<file path="src/rtl/ahb_pkg.sv">
// Shared AHB arbitration types and constants: transfer encodings, master IDs, burst hold limit.
package ahb_pkg;
  localparam int AHB_TRANS_BITS  = 2;
  localparam int AHB_MASTER_BITS = 2;
  localparam int AHB_BEAT_BITS   = 5;

  typedef enum logic [AHB_TRANS_BITS-1:0] {
    TRANS_IDLE   = 2'd0,
    TRANS_BUSY   = 2'd1,
    TRANS_NONSEQ = 2'd2,
    TRANS_SEQ    = 2'd3
  } htrans_e;

  localparam logic [AHB_MASTER_BITS-1:0] MST_DEFAULT = 2'd0;
  localparam logic [AHB_MASTER_BITS-1:0] MST_M1      = 2'd1;
  localparam logic [AHB_MASTER_BITS-1:0] MST_M2      = 2'd2;

  localparam logic [AHB_BEAT_BITS-1:0] AHB_ARB_MAX_HOLD = 5'd16;

  // Grant vector bit0 = M1, bit1 = M2; zero maps to the default master.
  function automatic logic [AHB_MASTER_BITS-1:0] grant_to_id(input logic [1:0] gnt);
    if (gnt[0])      return MST_M1;
    else if (gnt[1]) return MST_M2;
    else             return MST_DEFAULT;
  endfunction
endpackage

</file>
<file path="src/rtl/ahb_arbiter_if.sv">
// Request/grant bundle between the two AHB masters (master modport) and the arbiter (slave modport).
interface ahb_arbiter_if;
  import ahb_pkg::*;

  logic                       HBUSREQ_M1;
  logic                       HBUSREQ_M2;
  logic                       HLOCK_M1;
  logic                       HLOCK_M2;
  logic [AHB_TRANS_BITS-1:0]  HTRANS;
  logic                       HREADY;
  logic                       HGRANT_M1;
  logic                       HGRANT_M2;
  logic [AHB_MASTER_BITS-1:0] HMASTER;
  logic                       HMASTLOCK;

  modport master (
    output HBUSREQ_M1, HBUSREQ_M2, HLOCK_M1, HLOCK_M2, HTRANS, HREADY,
    input  HGRANT_M1, HGRANT_M2, HMASTER, HMASTLOCK
  );

  modport slave (
    input  HBUSREQ_M1, HBUSREQ_M2, HLOCK_M1, HLOCK_M2, HTRANS, HREADY,
    output HGRANT_M1, HGRANT_M2, HMASTER, HMASTLOCK
  );
endinterface

</file>
<file path="src/rtl/ahb_arb_pick.sv">
// Combinational tie-break: request vector (+ last winner) -> one-hot-or-zero grant.
// AHB_ARB_FIXED_PRIO_EN selects fixed M1-over-M2 priority instead of round-robin.
module ahb_arb_pick
  import ahb_pkg::*;
(
  input  logic [1:0]                 req,
`ifndef AHB_ARB_FIXED_PRIO_EN
  input  logic [AHB_MASTER_BITS-1:0] rr_last,
`endif
  output logic [1:0]                 gnt
);

  always_comb begin
    gnt = 2'b00;
    case (req)
      2'b01: gnt = 2'b01;
      2'b10: gnt = 2'b10;
      2'b11: begin
`ifdef AHB_ARB_FIXED_PRIO_EN
        gnt = 2'b01;
`else
        gnt = (rr_last == MST_M1) ? 2'b10 : 2'b01;
`endif
      end
      default: gnt = 2'b00;
    endcase
  end

endmodule

</file>
<file path="src/rtl/ahb_arbiter.sv">
// Two-master AHB arbiter: grant registered 1 cycle after decision, HMASTER/HMASTLOCK follow on HREADY.
// Bursts and locked sequences hold the grant; AHB_ARB_FIXED_PRIO_EN replaces round-robin ties.
module ahb_arbiter
  import ahb_pkg::*;
(
  input logic          HCLK,
  input logic          HRESET,
  ahb_arbiter_if.slave bus
);

  logic [1:0]                 req;
  logic [1:0]                 gnt_pick;
  logic [1:0]                 gnt_q;
  logic [AHB_MASTER_BITS-1:0] hmaster_q;
  logic                       hmastlock_q;
  logic [AHB_BEAT_BITS-1:0]   beat_cnt;
  logic                       owner_lock;
  logic                       granted_lock;
  logic                       in_burst;
  logic                       hold;
  logic                       arb_en;

  assign req = {bus.HBUSREQ_M2, bus.HBUSREQ_M1};

`ifdef AHB_ARB_FIXED_PRIO_EN
  ahb_arb_pick u_pick (
    .req (req),
    .gnt (gnt_pick)
  );
`else
  logic [AHB_MASTER_BITS-1:0] rr_last;

  ahb_arb_pick u_pick (
    .req     (req),
    .rr_last (rr_last),
    .gnt     (gnt_pick)
  );

  // Reset to M2 so M1 takes the first tie.
  always_ff @(posedge HCLK or posedge HRESET) begin
    if (HRESET)                  rr_last <= MST_M2;
    else if (arb_en && |gnt_pick) rr_last <= grant_to_id(gnt_pick);
  end
`endif

  always_comb begin
    owner_lock = 1'b0;
    if (hmaster_q == MST_M1)      owner_lock = bus.HLOCK_M1;
    else if (hmaster_q == MST_M2) owner_lock = bus.HLOCK_M2;
  end

  always_comb begin
    granted_lock = 1'b0;
    if (gnt_q[0])      granted_lock = bus.HLOCK_M1;
    else if (gnt_q[1]) granted_lock = bus.HLOCK_M2;
  end

  // Unlocked bursts hold only until the beat limit, forcing early termination.
  assign in_burst = (bus.HTRANS == TRANS_BUSY) || (bus.HTRANS == TRANS_SEQ);
  assign hold     = (hmastlock_q && owner_lock) || (in_burst && (beat_cnt < AHB_ARB_MAX_HOLD));
  assign arb_en   = bus.HREADY && !hold;

  always_ff @(posedge HCLK or posedge HRESET) begin
    if (HRESET)      gnt_q <= 2'b00;
    else if (arb_en) gnt_q <= gnt_pick;
  end

  always_ff @(posedge HCLK or posedge HRESET) begin
    if (HRESET) begin
      hmaster_q   <= MST_DEFAULT;
      hmastlock_q <= 1'b0;
    end else if (bus.HREADY) begin
      hmaster_q   <= grant_to_id(gnt_q);
      hmastlock_q <= granted_lock;
    end
  end

  always_ff @(posedge HCLK or posedge HRESET) begin
    if (HRESET) begin
      beat_cnt <= '0;
    end else if (bus.HREADY) begin
      if ((bus.HTRANS == TRANS_NONSEQ) || (bus.HTRANS == TRANS_IDLE))
        beat_cnt <= '0;
      else if ((bus.HTRANS == TRANS_SEQ) && (beat_cnt != AHB_ARB_MAX_HOLD))
        beat_cnt <= beat_cnt + 5'd1;
    end
  end

  assign bus.HGRANT_M1 = gnt_q[0];
  assign bus.HGRANT_M2 = gnt_q[1];
  assign bus.HMASTER   = hmaster_q;
  assign bus.HMASTLOCK = hmastlock_q;

endmodule

</file>
<file path="src/flat_wrapper.sv">
// flat-port wrapper written by rule: the top's interface ports become plain ports
module ahb_arbiter_flat import ahb_pkg::*;
  (HCLK, HRESET, bus_HBUSREQ_M1, bus_HBUSREQ_M2, bus_HLOCK_M1, bus_HLOCK_M2, bus_HTRANS, bus_HREADY, bus_HGRANT_M1, bus_HGRANT_M2, bus_HMASTER, bus_HMASTLOCK);
  ahb_arbiter_if bus_i ();
  input logic HCLK;
  input logic HRESET;
  input wire logic [$bits(bus_i.HBUSREQ_M1)-1:0] bus_HBUSREQ_M1;
  input wire logic [$bits(bus_i.HBUSREQ_M2)-1:0] bus_HBUSREQ_M2;
  input wire logic [$bits(bus_i.HLOCK_M1)-1:0] bus_HLOCK_M1;
  input wire logic [$bits(bus_i.HLOCK_M2)-1:0] bus_HLOCK_M2;
  input wire logic [$bits(bus_i.HTRANS)-1:0] bus_HTRANS;
  input wire logic [$bits(bus_i.HREADY)-1:0] bus_HREADY;
  output wire logic [$bits(bus_i.HGRANT_M1)-1:0] bus_HGRANT_M1;
  output wire logic [$bits(bus_i.HGRANT_M2)-1:0] bus_HGRANT_M2;
  output wire logic [$bits(bus_i.HMASTER)-1:0] bus_HMASTER;
  output wire logic [$bits(bus_i.HMASTLOCK)-1:0] bus_HMASTLOCK;
  assign bus_i.HBUSREQ_M1 = bus_HBUSREQ_M1;
  assign bus_i.HBUSREQ_M2 = bus_HBUSREQ_M2;
  assign bus_i.HLOCK_M1 = bus_HLOCK_M1;
  assign bus_i.HLOCK_M2 = bus_HLOCK_M2;
  assign bus_i.HTRANS = bus_HTRANS;
  assign bus_i.HREADY = bus_HREADY;
  assign bus_HGRANT_M1 = bus_i.HGRANT_M1;
  assign bus_HGRANT_M2 = bus_i.HGRANT_M2;
  assign bus_HMASTER = bus_i.HMASTER;
  assign bus_HMASTLOCK = bus_i.HMASTLOCK;
  ahb_arbiter u_core (.HCLK(HCLK), .HRESET(HRESET), .bus(bus_i));
endmodule
</file>
<file path="config.mk">
export PLATFORM = sky130hd
export DESIGN_NAME = ahb_arbiter_flat
export DESIGN_NICKNAME = d
export VERILOG_FILES = /design/src/rtl/ahb_pkg.sv /design/src/rtl/ahb_arbiter_if.sv /design/src/rtl/ahb_arb_pick.sv /design/src/rtl/ahb_arbiter.sv /design/src/flat_wrapper.sv
export SDC_FILE = /design/constraint.sdc
export NUM_CORES = 1
export LEC_CHECK = 0
export CAP_MARGIN = 10
export CORE_UTILIZATION = 35
export CTS_CLUSTER_DIAMETER = 50
export DETAILED_ROUTE_END_ITERATION = 8
export GPL_ROUTABILITY_DRIVEN = 0
export MAX_ROUTING_LAYER = met4
export SLEW_MARGIN = 20
export SYNTH_ARGS = -nofsm -noshare
export SYNTH_HDL_FRONTEND = slang
export SYNTH_SLANG_ARGS = --single-unit
export TNS_END_PERCENT = 30
</file>
<file path="constraint.sdc">
create_clock -name HCLK -period 3.81 [get_ports HCLK]
set_input_delay 0.762 -clock HCLK [delete_from_list [all_inputs] [get_ports HCLK]]
set_output_delay 0.762 -clock HCLK [all_outputs]
set_load 0.005 [all_outputs]
</file>
# == After elaboration in Yosys (flattened, before gate mapping) ==
# Index checks and enable logic that the tools add are counted.
# word_totals
elab_cells,42
input_bits,9
register_bits,12
output_inout_bits,5
# classes
n_reduce_logical,13
magnitude_cmp,1
mux,12
n_eq_ne,10
add_sub_neg,1
# ops
cell,n
"equality test 2 bit, second input constant",5
two-way mux 2 bit,5
two-way mux 5 bit,2
"equality test 2 x 1 -> 1 bit, second input constant",4
one-hot mux 2 bit (3 select lines),1
"adder 5 x 1 -> 5 bit, second input constant",1
logical AND 1 bit,5
"< comparator 5 bit, second input constant",1
"inequality test 5 bit, second input constant",1
two-way mux 1 bit,4
logical OR 1 bit,3
logical NOT 2 bit,1
AND reduction 2 bit,1
nonzero test 2 bit,1
OR reduction 2 bit,1
logical NOT 1 bit,1

# == Longest topological paths before layout ==
# Gate-level depths: netlist of the first run.
# depth
ltp_word,8
depth_mapped,5
depth_no_buf,5

# == Modules after synthesis ==
# Synthesis of the first run repeated with hierarchy kept, for this count alone.
# hier_totals
hier_cells,68
area_unflattened_um2,661.9
# modules_own_cells
mod,seq_area_each_um2,n_inst,cells_per_inst,area_per_inst_um2
ahb_arbiter,301.5,1,64,631.9
ahb_arb_pick,0.0,1,4,30.0

# == Least setup slack after synthesis of the first run ==
# Ideal clock, no wire load.
# synth_path
path_kind,input to register
from,in bus_HLOCK_M1
to,reg u_core.rr_last[0]
setup_ns,0.121
cell_stages,4
arrival_time_ns,1.458
n_path_buf,0
setup_slack_ns,2.231
t_required_ns,3.689
cell_sequence,nand4b_1 nand4_4 or2_1 a22o_1
# synth_via
elab_chain_len,6
# synth_rtl
element,line,rtl
from (decl),flat_wrapper.sv:9,input wire logic [$bits(bus_i.HLOCK_M1)-1:0] bus_HLOCK_M1;
two-way mux 1 bit,ahb_arbiter.sv:48,if (hmaster_q == MST_M1) owner_lock = bus.HLOCK_M1;
logical AND 1 bit,ahb_arbiter.sv:60,assign hold = (hmastlock_q && owner_lock) || (in_burst && (beat_cnt < AHB_ARB_MAX_HOLD));
logical OR 1 bit,ahb_arbiter.sv:60,
logical NOT 1 bit,ahb_arbiter.sv:61,assign arb_en = bus.HREADY && !hold;
logical AND 1 bit,ahb_arbiter.sv:61,
logical AND 1 bit,ahb_arbiter.sv:42,else if (arb_en && |gnt_pick) rr_last <= grant_to_id(gnt_pick);
to (signal assigned),ahb_arbiter.sv:42,
to (decl),ahb_arbiter.sv:31,logic [AHB_MASTER_BITS-1:0] rr_last;
# No other way between the ends.
# A chain may end at the register's enable or synchronous reset.

# == Worst setup path after layout of the first run ==
# layout_path
from,in bus_HREADY
to,reg u_core.rr_last[0]
# layout_via
elab_chain_len,2
# layout_rtl
element,line,rtl
from (decl),flat_wrapper.sv:12,input wire logic [$bits(bus_i.HREADY)-1:0] bus_HREADY;
logical AND 1 bit,ahb_arbiter.sv:61,
logical AND 1 bit,ahb_arbiter.sv:42,
# No other way between the ends.

==> reports/results.tsv, run 1 <==
stage	metric	value	unit
job	maxcap violations	0	
setup_path	r2r endpoint	u_core.rr_last[0]	
sta	Final min period	2.040	ns
power	maximum vdd drop	0.3151	mV
hold_path	Hold Crit Class	reg -> reg	
synth	Top FF cell, synth	dfrtp_1	
synth	Syn Nets	83	
sta	Tcrit/Tclk final	53.53	%
routing	via-per-instance ratio	4.903	
hold_path	Hold Path Stages	2	
sta	Setup-failing EPs final	0	
sta	Clock Skew	0.01011	ns
routing	antenna-violating nets left	0	
clock_tree	TritonCTS Buffers	3	
finish	fill cell count	175	
synth	mapped cell area	679.4	µm²
clock_tree	CTS Hold Bufs	0	
floorplan	core area	1764	µm²
global_routing	initial antenna violation count	0	
clock_tree	clock sink count	12	
synth	post-synthesis sequential area ratio	44.38	%
placement	DP Area	833.3	µm²
finish	post-layout instance area	859.6	µm²
placement	HPWL after DPL	959.4	µm
setup_path	r2r worst-path depth	4	
clock_tree	H-tree Lvls	1	
finish	synth-to-layout area growth	26.52	%
setup_path	reg2reg setup slack	2.46	ns
synth	cells taking the most area after synthesis	dfrtp_1 41%, inv_1 5.5%, mux2i_1 4.4%	
global_routing	Remaining Overflow, GRT	0	
finish	layout cells sized above 1	11.36	%
sta	final hold violations	0	
sta	worst slew pin tran	0.4613	ns
finish	Layout Utilization	48.72	%
synth	Cell variety after synth	29	
routing	Initial DRT Pass Iterations	3	
synth	Async S/R FF share, synth	100.0	%
floorplan	Die Y	46.06	µm
synth	number of synthesized flops with an enable pin	0	
floorplan	Die Area	2122	µm²
clock_tree	clk buf depth	2	
synth	synthesis warning total	0	
synth	biggest area consumer among synthesized cells	dfrtp_1	
routing	Routed Wire Length	1261	µm
global_routing	vias in the first global route	498	
sta	Slew headroom	69.21	%
setup_path	CP max FO	12	
floorplan	effective utilization at floorplan	38.51	%
floorplan	I/O pins	14	
clock_tree	CTS tree	done	
setup_path	slowest stage cell, crit path	clkdlybuf4s50_1	
setup_path	RR Startpoint	u_core.bus.HMASTLOCK	
setup_path	kind of critical path	in -> reg	
setup_path	Req. time, crit path	3.98	ns
hold_path	hold_sp	u_core.rr_last[1]	
global_routing	Total GRT Usage	15.91	%
routing	DR iter-0 viols	10	
synth	synthesized instance count	72	
routing	WL/cell	11.16	µm
setup_path	critical path's top delay family	buffers and inverters	
clock_tree	clock-pin slew on the worst setup and hold paths	0.08	ns
synth	synth cell count leaders	11 x dfrtp_1, 10 x inv_1, 8 x nand2_1	
routing	Post-route DRC	0	
setup_path	crit-path cells	clkdlybuf4s50_1, nand4_4, or2_1, a22o_1	
placement	Buffers on Ports	13	
clock_tree	postcts setup bufs	0	
setup_path	CP Buf/Inv Count	1	
clock_tree	Root Driver	clkbuf_4	
run_status	status	finished clean	
power	PD cells	481.9	nW/µm²
setup_path	slowest stage delay, CP	0.75	ns
sta	Setup Total Neg Slack	0	ns
clock_tree	worst skew pair latency	0.27	ns
synth	count of state elements after synthesis	12	
sta	RSZ-0062 raised after global routing	no	
synth	most frequent cell after synthesis	dfrtp_1	
setup_path	CP Capture Type	flop	
hold_path	worst hold path endpoint	u_core.rr_last[1]	
synth	share of the synthesized area in the top cell type	40.52	%
finish	Ant. Diodes	0	
floorplan	DIE WIDTH	46.06	µm
routing	Via Count	554	
finish	nets@finish	100	
sta	Pins Over Slew Limit	0	
power	Leak Pwr	0.0003794	µW
global_routing	first-pass GRT wire length	2214	µm
global_routing	largest net degree at the start of global routing	13	
clock_tree	post-CTS sizing	0	
setup_path	CP arrival	2.21	ns
sta	f_max	0.4903	GHz
floorplan	row count	15	
synth	syn avg cell area	9.436	µm²
setup_path	crit path launch type	input port	
==> cell usage in the layout, fill, tap and decap left out, types with 2 or more instances in the layout <==
| cell type | n |
|---|---|
| a21oi_1 | 2 |
| clkbuf_4 | 3 |
| clkdlybuf4s50_1 | 13 |
| dfrtp_1 | 11 |
| ha_1 | 2 |
| inv_1 | 10 |
| mux2i_1 | 3 |
| nand2_1 | 8 |
| nand2b_1 | 3 |
| nand3_1 | 3 |
| nand4_1 | 2 |
| nand4b_1 | 2 |
| nor2_1 | 3 |
| o21ai_0 | 6 |
==> power breakdown <==
group / total, µW / leakage [µW] / internal (µW) / switching [µW]
Sequential: 203 / 0.000152 / 164 / 38.4
Clock: 82.7 / 0.0000150 / 40.5 / 42.2
Combinational: 129 / 0.000213 / 78.2 / 50.6
Total: 414 / 0.000379 / 283 / 131
==> layout make-up <==
type	instances	area, µm²	share of cell area, %
Timing Repair Buffer	13	130.1	15.14
Multi-Input combinational cell	49	332.8	38.72
Sequential cell	12	301.5	35.08
Clock buffer	4	26.28	3.057
Inverter	10	37.54	4.367
Tap cell	25	31.28	3.639
==> stage by stage <==
| stage | hold slack [ns] | cells | total power [µW] | worst slack (ns) |
|---|---|---|---|---|
| 2_1_floorplan | 0.4835 | 72 | 272.7 | 2.231 |
| 3_3_place_gp | 0.5061 | 109 | 332.6 | 1.510 |
| 3_5_place_dp | 0.5010 | 109 | 335.4 | 1.456 |
| 4_1_cts | 0.5118 | 113 | 420.8 | 1.778 |
| 5_1_grt | 0.5591 | 113 | 452.3 | 1.701 |
| 6_report | 0.5128 | 113 | 414.3 | 1.770 |
==> logic make-up after synthesis <==
logic type / count (synthesis) / share of synthesized area [%]
flip-flops: 12 / 44.38
AO/OA/AOI/OAI: 17 / 16.58
buffers and inverters: 11 / 6.631
adder cells (fa/ha/maj): 2 / 3.683
AND/OR/NAND/NOR: 26 / 22.65
multiplexers: 4 / 6.077
==> registers in the layout (all words and copies together), names as in the netlist <==
register,cells
u_core.beat_cnt,5
u_core.gnt_q,2
u_core.bus.HMASTLOCK,1
u_core.rr_last,2
u_core.bus.HMASTER,2
==> worst max-delay path by stage <==
stage,startpoint,endpoint,depth (start not counted)
6_report,bus_HREADY,u_core.rr_last[0],4
4_1_cts,bus_HREADY,u_core.rr_last[0],4
2_1_floorplan,bus_HLOCK_M1,u_core.rr_last[0],4
3_5_place_dp,bus_HREADY,u_core.rr_last[0],4
3_3_place_gp,bus_HREADY,u_core.rr_last[0],4
5_1_grt,bus_HREADY,u_core.rr_last[1],4
==> worst reg2reg max path, stage by stage, from the launching register on <==
cell and delay, ns:
dfrtp_1 0.43, nand4b_1 0.17, nand4_4 0.15, or2_1 0.27, a22o_1 0.23
==> layer usage <==
layer  part of all wire (%)  GRT usage [%]  wire (µm)
met3                    2.7          5.882         34
met2                     46          22.54        585
met1                     49          20.10        621
met4                    1.5          7.059         19
met5                      0              -          0
Power figures use the tool's default switching activity.
==> inputs of run 2 (changes only) <==
==> constraint.sdc (replaced) <==
create_clock -name HCLK -period 1.8 [get_ports HCLK]
set_input_delay 0.36 -clock HCLK [delete_from_list [all_inputs] [get_ports HCLK]]
set_output_delay 0.36 -clock HCLK [all_outputs]
set_load 0.005 [all_outputs]
==> run 2 against run 1 <==
Setup slack worse by 1.6 ns; non-clock buffer count is 3 higher; clock-buffer cell count stayed put; register-to-register slack worse by 1.9 ns; total power is 120% higher; combinational power is 120% higher; sequential share of layout area is 1.3 points lower; core utilization is 1.8 points higher; largest cell class unchanged; design area is 3.8% higher; clock skew is 0.0082 ns lower; critical path depth is 3 lower; largest power group unchanged.
==> reports/results.tsv, run 2 (synthesis results as in run 1) <==
stage	metric	value	unit
sta	Slew headroom	67.99	%
clock_tree	postcts setup bufs	0	
placement	DP Worst Slack	0.1513	ns
finish	nets@finish	103	
routing	DR iter-0 viols	7	
setup_path	slowest stage cell, crit path	clkdlybuf4s50_1	
global_routing	first-pass GRT wire length	2290	µm
floorplan	row count	15	
global_routing	Remaining Overflow, GRT	0	
setup_path	CP arrival	1.24	ns
setup_path	crit path launch type	flop	
placement	Buffers on Ports	13	
routing	via-per-instance ratio	5.043	
sta	Pins Over Slew Limit	0	
setup_path	critical path's top delay family	buffers and inverters	
hold_path	Hold Crit Class	in -> async	
finish	synth-to-layout area growth	31.31	%
sta	f_max	0.6250	GHz
clock_tree	clk buf depth	2	
setup_path	CP Capture Type	primary output	
power	PD cells	1036	nW/µm²
job	maxcap violations	0	
clock_tree	H-tree Lvls	1	
clock_tree	Root Driver	clkbuf_4	
routing	Routed Wire Length	1308	µm
sta	Clock Skew	0.001942	ns
floorplan	Die Area	2122	µm²
power	Leak Pwr	0.0003996	µW
global_routing	largest net degree at the start of global routing	13	
finish	Register Area	301.5	µm²
sta	Setup-failing EPs final	0	
finish	Largest register FFs	5	
setup_path	CP max FO	6	
global_routing	initial antenna violation count	0	
setup_path	CP Buf/Inv Count	1	
floorplan	DIE WIDTH	46.06	µm
sta	Setup Total Neg Slack	0	ns
finish	Ant. Diodes	0	
sta	final setup margin	0.2001	ns
routing	antenna-violating nets left	0	
power	maximum vdd drop	0.5991	mV
global_routing	Total GRT Usage	16.06	%
run_status	status	finished clean	
floorplan	effective utilization at floorplan	38.51	%
finish	fill cell count	184	
floorplan	core area	1764	µm²
sta	RSZ-0062 raised after global routing	no	
routing	Initial DRT Pass Iterations	4	
finish	area occupied by multi-input gates	332.8	µm²
finish	most frequent cells in the layout	13 x clkdlybuf4s50_1, 11 x dfrtp_1, 10 x inv_1	
clock_tree	TritonCTS Buffers	3	
finish	most common cell after layout, fill and taps aside	clkdlybuf4s50_1	
sta	final hold violations	0	
setup_path	Req. time, crit path	1.44	ns
floorplan	Die Y	46.06	µm
finish	layout cells sized above 1	15.38	%
clock_tree	clock-pin slew on the worst setup and hold paths	0.08	ns
clock_tree	clock sink count	12	
global_routing	vias in the first global route	544	
clock_tree	CTS Hold Bufs	0	
finish	Layout Utilization	50.57	%
sta	Final min period	1.600	ns
setup_path	slowest stage delay, CP	0.53	ns
setup_path	crit-path cells	clkdlybuf4s50_1	
clock_tree	CTS tree	done	
sta	Tcrit/Tclk final	88.88	%
routing	Via Count	585	
finish	Most flops, register	u_core.beat_cnt	
clock_tree	post-CTS sizing	0	
floorplan	I/O pins	14	
routing	WL/cell	11.28	µm
routing	Post-route DRC	0	
setup_path	kind of critical path	reg -> out	
clock_tree	worst skew pair latency	0.27	ns
placement	HPWL after DPL	1000	µm
sta	worst slew pin tran	0.4796	ns
## run 2: changes by cell type in the layout (fill, tap and decap cells not counted), sizes merged
cell  change
buf       +3
## run 2: through the flow
step	total power, µW	instances	hold WS, ns	instance area (µm²)
detailed placement	715.5	112	0.5080	855.8
floorplan	577.3	72	0.2240	679.4
CTS	939.3	116	0.4063	892.1
global placement	709.0	112	0.5028	855.8
global route	990.1	116	0.4435	892.1
finish	924.4	116	0.4092	892.1
## run 2: per-layer routing
metal	share of wire [%]	global-route usage [%]
met3	6.0	7.059
met4	0.69	3.529
met5	0	-
met2	45	23.10
met1	48	20.78
## run 2: area by class of cell
cell class	instances	area share [%]
clock buffers	4	4.067
multi-input cells	49	37.31
repair buffers	16	17.11
inverters	10	4.208
well taps	25	3.506
flip-flops and latches	12	33.80
## run 2: report_power, final
group          internal, µW  switching [µW]
Clock                   123            92.5
Sequential              348            81.0
Combinational           172             108
## run 2: worst paths after layout
path	start	endpoint	slack (ns)	cells after the start
min in group HCLK	u_core.rr_last[1]	u_core.rr_last[1]	0.52	2
max reg2reg	u_core.beat_cnt[0]	u_core.beat_cnt[2]	0.52	5
max in group asynchronous	HRESET	u_core.rr_last[1]	1.04	2
min	HRESET	u_core.beat_cnt[4]	0.41	2
max	u_core.gnt_q[0]	bus_HGRANT_M1	0.20	1
min reg2reg	u_core.rr_last[1]	u_core.rr_last[1]	0.52	2
==> inputs of run 3 (changes only) <==
--- a/config.mk
+++ b/config.mk
@@ -5,12 +5,14 @@
 export SDC_FILE = /design/constraint.sdc
 export NUM_CORES = 1
 export LEC_CHECK = 0
+export ABC_CLOCK_PERIOD_IN_PS = 1800
 export CAP_MARGIN = 10
-export CORE_UTILIZATION = 35
+export CORE_UTILIZATION = 43
 export CTS_CLUSTER_DIAMETER = 50
 export DETAILED_ROUTE_END_ITERATION = 8
 export GPL_ROUTABILITY_DRIVEN = 0
 export MAX_ROUTING_LAYER = met4
+export PLACE_DENSITY = 0.72
 export SLEW_MARGIN = 20
 export SYNTH_ARGS = -nofsm -noshare
 export SYNTH_HDL_FRONTEND = slang
==> run 3 against run 2 <==
Hold slack worse by 0.022 ns; die area down 18%; sequential power about the same; first-iteration DRC count up 57%; sequential share of layout area up 0.78 points; sequential cell count unchanged; maximum frequency up 0.23%; total power down 0.43%; via count down 1.2%.
==> reports/results.tsv, run 3 (synthesis results as in run 1) <==
stage	metric	value	unit
run_status	status	finished clean	
hold_path	Hold Crit Class	in -> async	
setup_path	r2r endpoint	u_core.rr_last[0]	
finish	most frequent cells in the layout	13 x clkdlybuf4s50_1, 11 x dfrtp_1, 10 x inv_1	
setup_path	CP max FO	6	
floorplan	effective utilization at floorplan	49.14	%
power	Int Pwr	639.5	µW
global_routing	Total GRT Usage	17.27	%
floorplan	row count	13	
finish	layout cells sized above 1	14.44	%
routing	top routing layer in use	met4	
routing	WL/cell	12.49	µm
placement	HPWL after DPL	1009	µm
routing	via-per-instance ratio	5.505	
finish	Largest register FFs	5	
clock_tree	TritonCTS Buffers	3	
power	Clock power frac	23.2	%
setup_path	crit-path cells	clkdlybuf4s50_1	
placement	Buffers on Ports	13	
setup_path	crit path launch type	flop	
sta	worst slew pin tran	0.4471	ns
sta	final hold violations	0	
finish	nets@finish	102	
sta	Pins Over Slew Limit	0	
clock_tree	Root Driver	clkbuf_4	
setup_path	CP arrival	1.24	ns
setup_path	critical path's top delay family	buffers and inverters	
placement	cell total after placement	101	
global_routing	vias in the first global route	544	
power	maximum vdd drop	0.5946	mV
routing	met2 wire length	677	µm
sta	final setup margin	0.2038	ns
sta	Slew headroom	70.16	%
global_routing	first-pass GRT wire length	2208	µm
clock_tree	clk buf depth	2	
clock_tree	H-tree Lvls	1	
power	P_sw	280.9	µW
finish	synth-to-layout area growth	28.36	%
power	sw frac	30.52	%
clock_tree	CTS Hold Bufs	0	
finish	fill cell count	128	
sta	RSZ-0062 raised after global routing	no	
setup_path	Req. time, crit path	1.44	ns
clock_tree	clock-pin slew on the worst setup and hold paths	0.08	ns
power	Leak Pwr	0.0003950	µW
finish	most common cell after layout, fill and taps aside	clkdlybuf4s50_1	
placement	DP Worst Slack	0.08054	ns
finish	Finished Layout Cells	105	
setup_path	CP Buf/Inv Count	1	
setup_path	slowest stage delay, CP	0.53	ns
job	maxcap violations	0	
sta	Setup-failing EPs final	0	
global_routing	initial antenna violation count	0	
floorplan	I/O pins	14	
routing	antenna-violating nets left	0	
clock_tree	post-CTS sizing	0	
routing	M1 wire length	588	µm
routing	Routed Wire Length	1311	µm
floorplan	Die Area	1743	µm²
finish	Most flops, register	u_core.beat_cnt	
sta	Tcrit/Tclk final	88.68	%
setup_path	slowest stage cell, crit path	clkdlybuf4s50_1	
setup_path	kind of critical path	reg -> out	
finish	Register Area	301.5	µm²
finish	Ant. Diodes	0	
sta	Clock Skew	0.002478	ns
routing	Initial DRT Pass Iterations	4	
routing	Via Count	578	
routing	DR iter-0 viols	11	
power	Comb power frac	30.4	%
setup_path	r2r worst-path depth	4	
floorplan	core area	1383	µm²
sta	Setup Total Neg Slack	0	ns
clock_tree	clock sink count	12	
finish	post-layout instance area	872.1	µm²
clock_tree	worst skew pair latency	0.27	ns
global_routing	Remaining Overflow, GRT	0	
setup_path	RR Startpoint	u_core.beat_cnt[4]	
floorplan	DIE WIDTH	41.75	µm
finish	area occupied by multi-input gates	332.8	µm²
setup_path	CP Capture Type	primary output	
placement	DP Area	835.8	µm²
power	PD cells	1055	nW/µm²
clock_tree	postcts setup bufs	0	
routing	Post-route DRC	0	
power	Reg power frac	46.4	%
sta	Final min period	1.596	ns
setup_path	reg2reg setup slack	0.49	ns
global_routing	largest net degree at the start of global routing	13	
routing	metal3 WL	38	µm
sta	f_max	0.6265	GHz
floorplan	Die Y	41.75	µm
clock_tree	CTS tree	done	
run 3: worst register-to-register path: stages (launching register included):
cell and delay (ns):
dfrtp_1 0.41, nand2b_2 0.17, nand4_4 0.14, or2_1 0.26, a22o_1 0.23
run 3: worst max-delay path by stage:
stage	startpoint	to	slack [ns]	depth (start not counted)
detailed placement	bus_HREADY	u_core.rr_last[0]	0.08	4
global route	u_core.gnt_q[0]	bus_HGRANT_M1	0.15	1
finish	u_core.gnt_q[0]	bus_HGRANT_M1	0.20	1
floorplan	u_core.bus.HMASTLOCK	u_core.rr_last[0]	0.56	4
CTS	u_core.gnt_q[0]	bus_HGRANT_M1	0.19	1
global placement	bus_HREADY	u_core.rr_last[0]	0.10	4
run 3: final cells by class:
| cell class | count | area share (%) |
|---|---|---|
| inverter | 10 | 4.304 |
| tap | 15 | 2.152 |
| sequential | 12 | 34.58 |
| clock buffer | 4 | 4.161 |
| timing repair buffer | 15 | 16.64 |
| multi-input combinational | 49 | 38.16 |
run 3: stage by stage:
step / utilization, % / hold WS (ns) / total power (µW)
after floorplan: - / 0.2240 / 577.3
after global placement: 60.45 / 0.5078 / 704.3
after detailed placement: 60.45 / 0.5086 / 714.8
after CTS: 63.08 / 0.3946 / 931.5
after global routing: 63.08 / 0.4503 / 985.5
final: 63.08 / 0.3874 / 920.4
run 3: metal layers:
metal	up-vias	global-route usage (%)
met3	2	7.826
met1	280	19.40
met2	9	28.13
li1	287	-
met5	-	-
met4	0	3.871
run 3: power by group through the flow:
stage	sequential (µW)	combinational, µW	clock [µW]
final	427	279	214
after global routing	442	313	231
after CTS	428	282	221
after detailed placement	433	281	0
after global placement	429	276	0
after floorplan	418	160	0
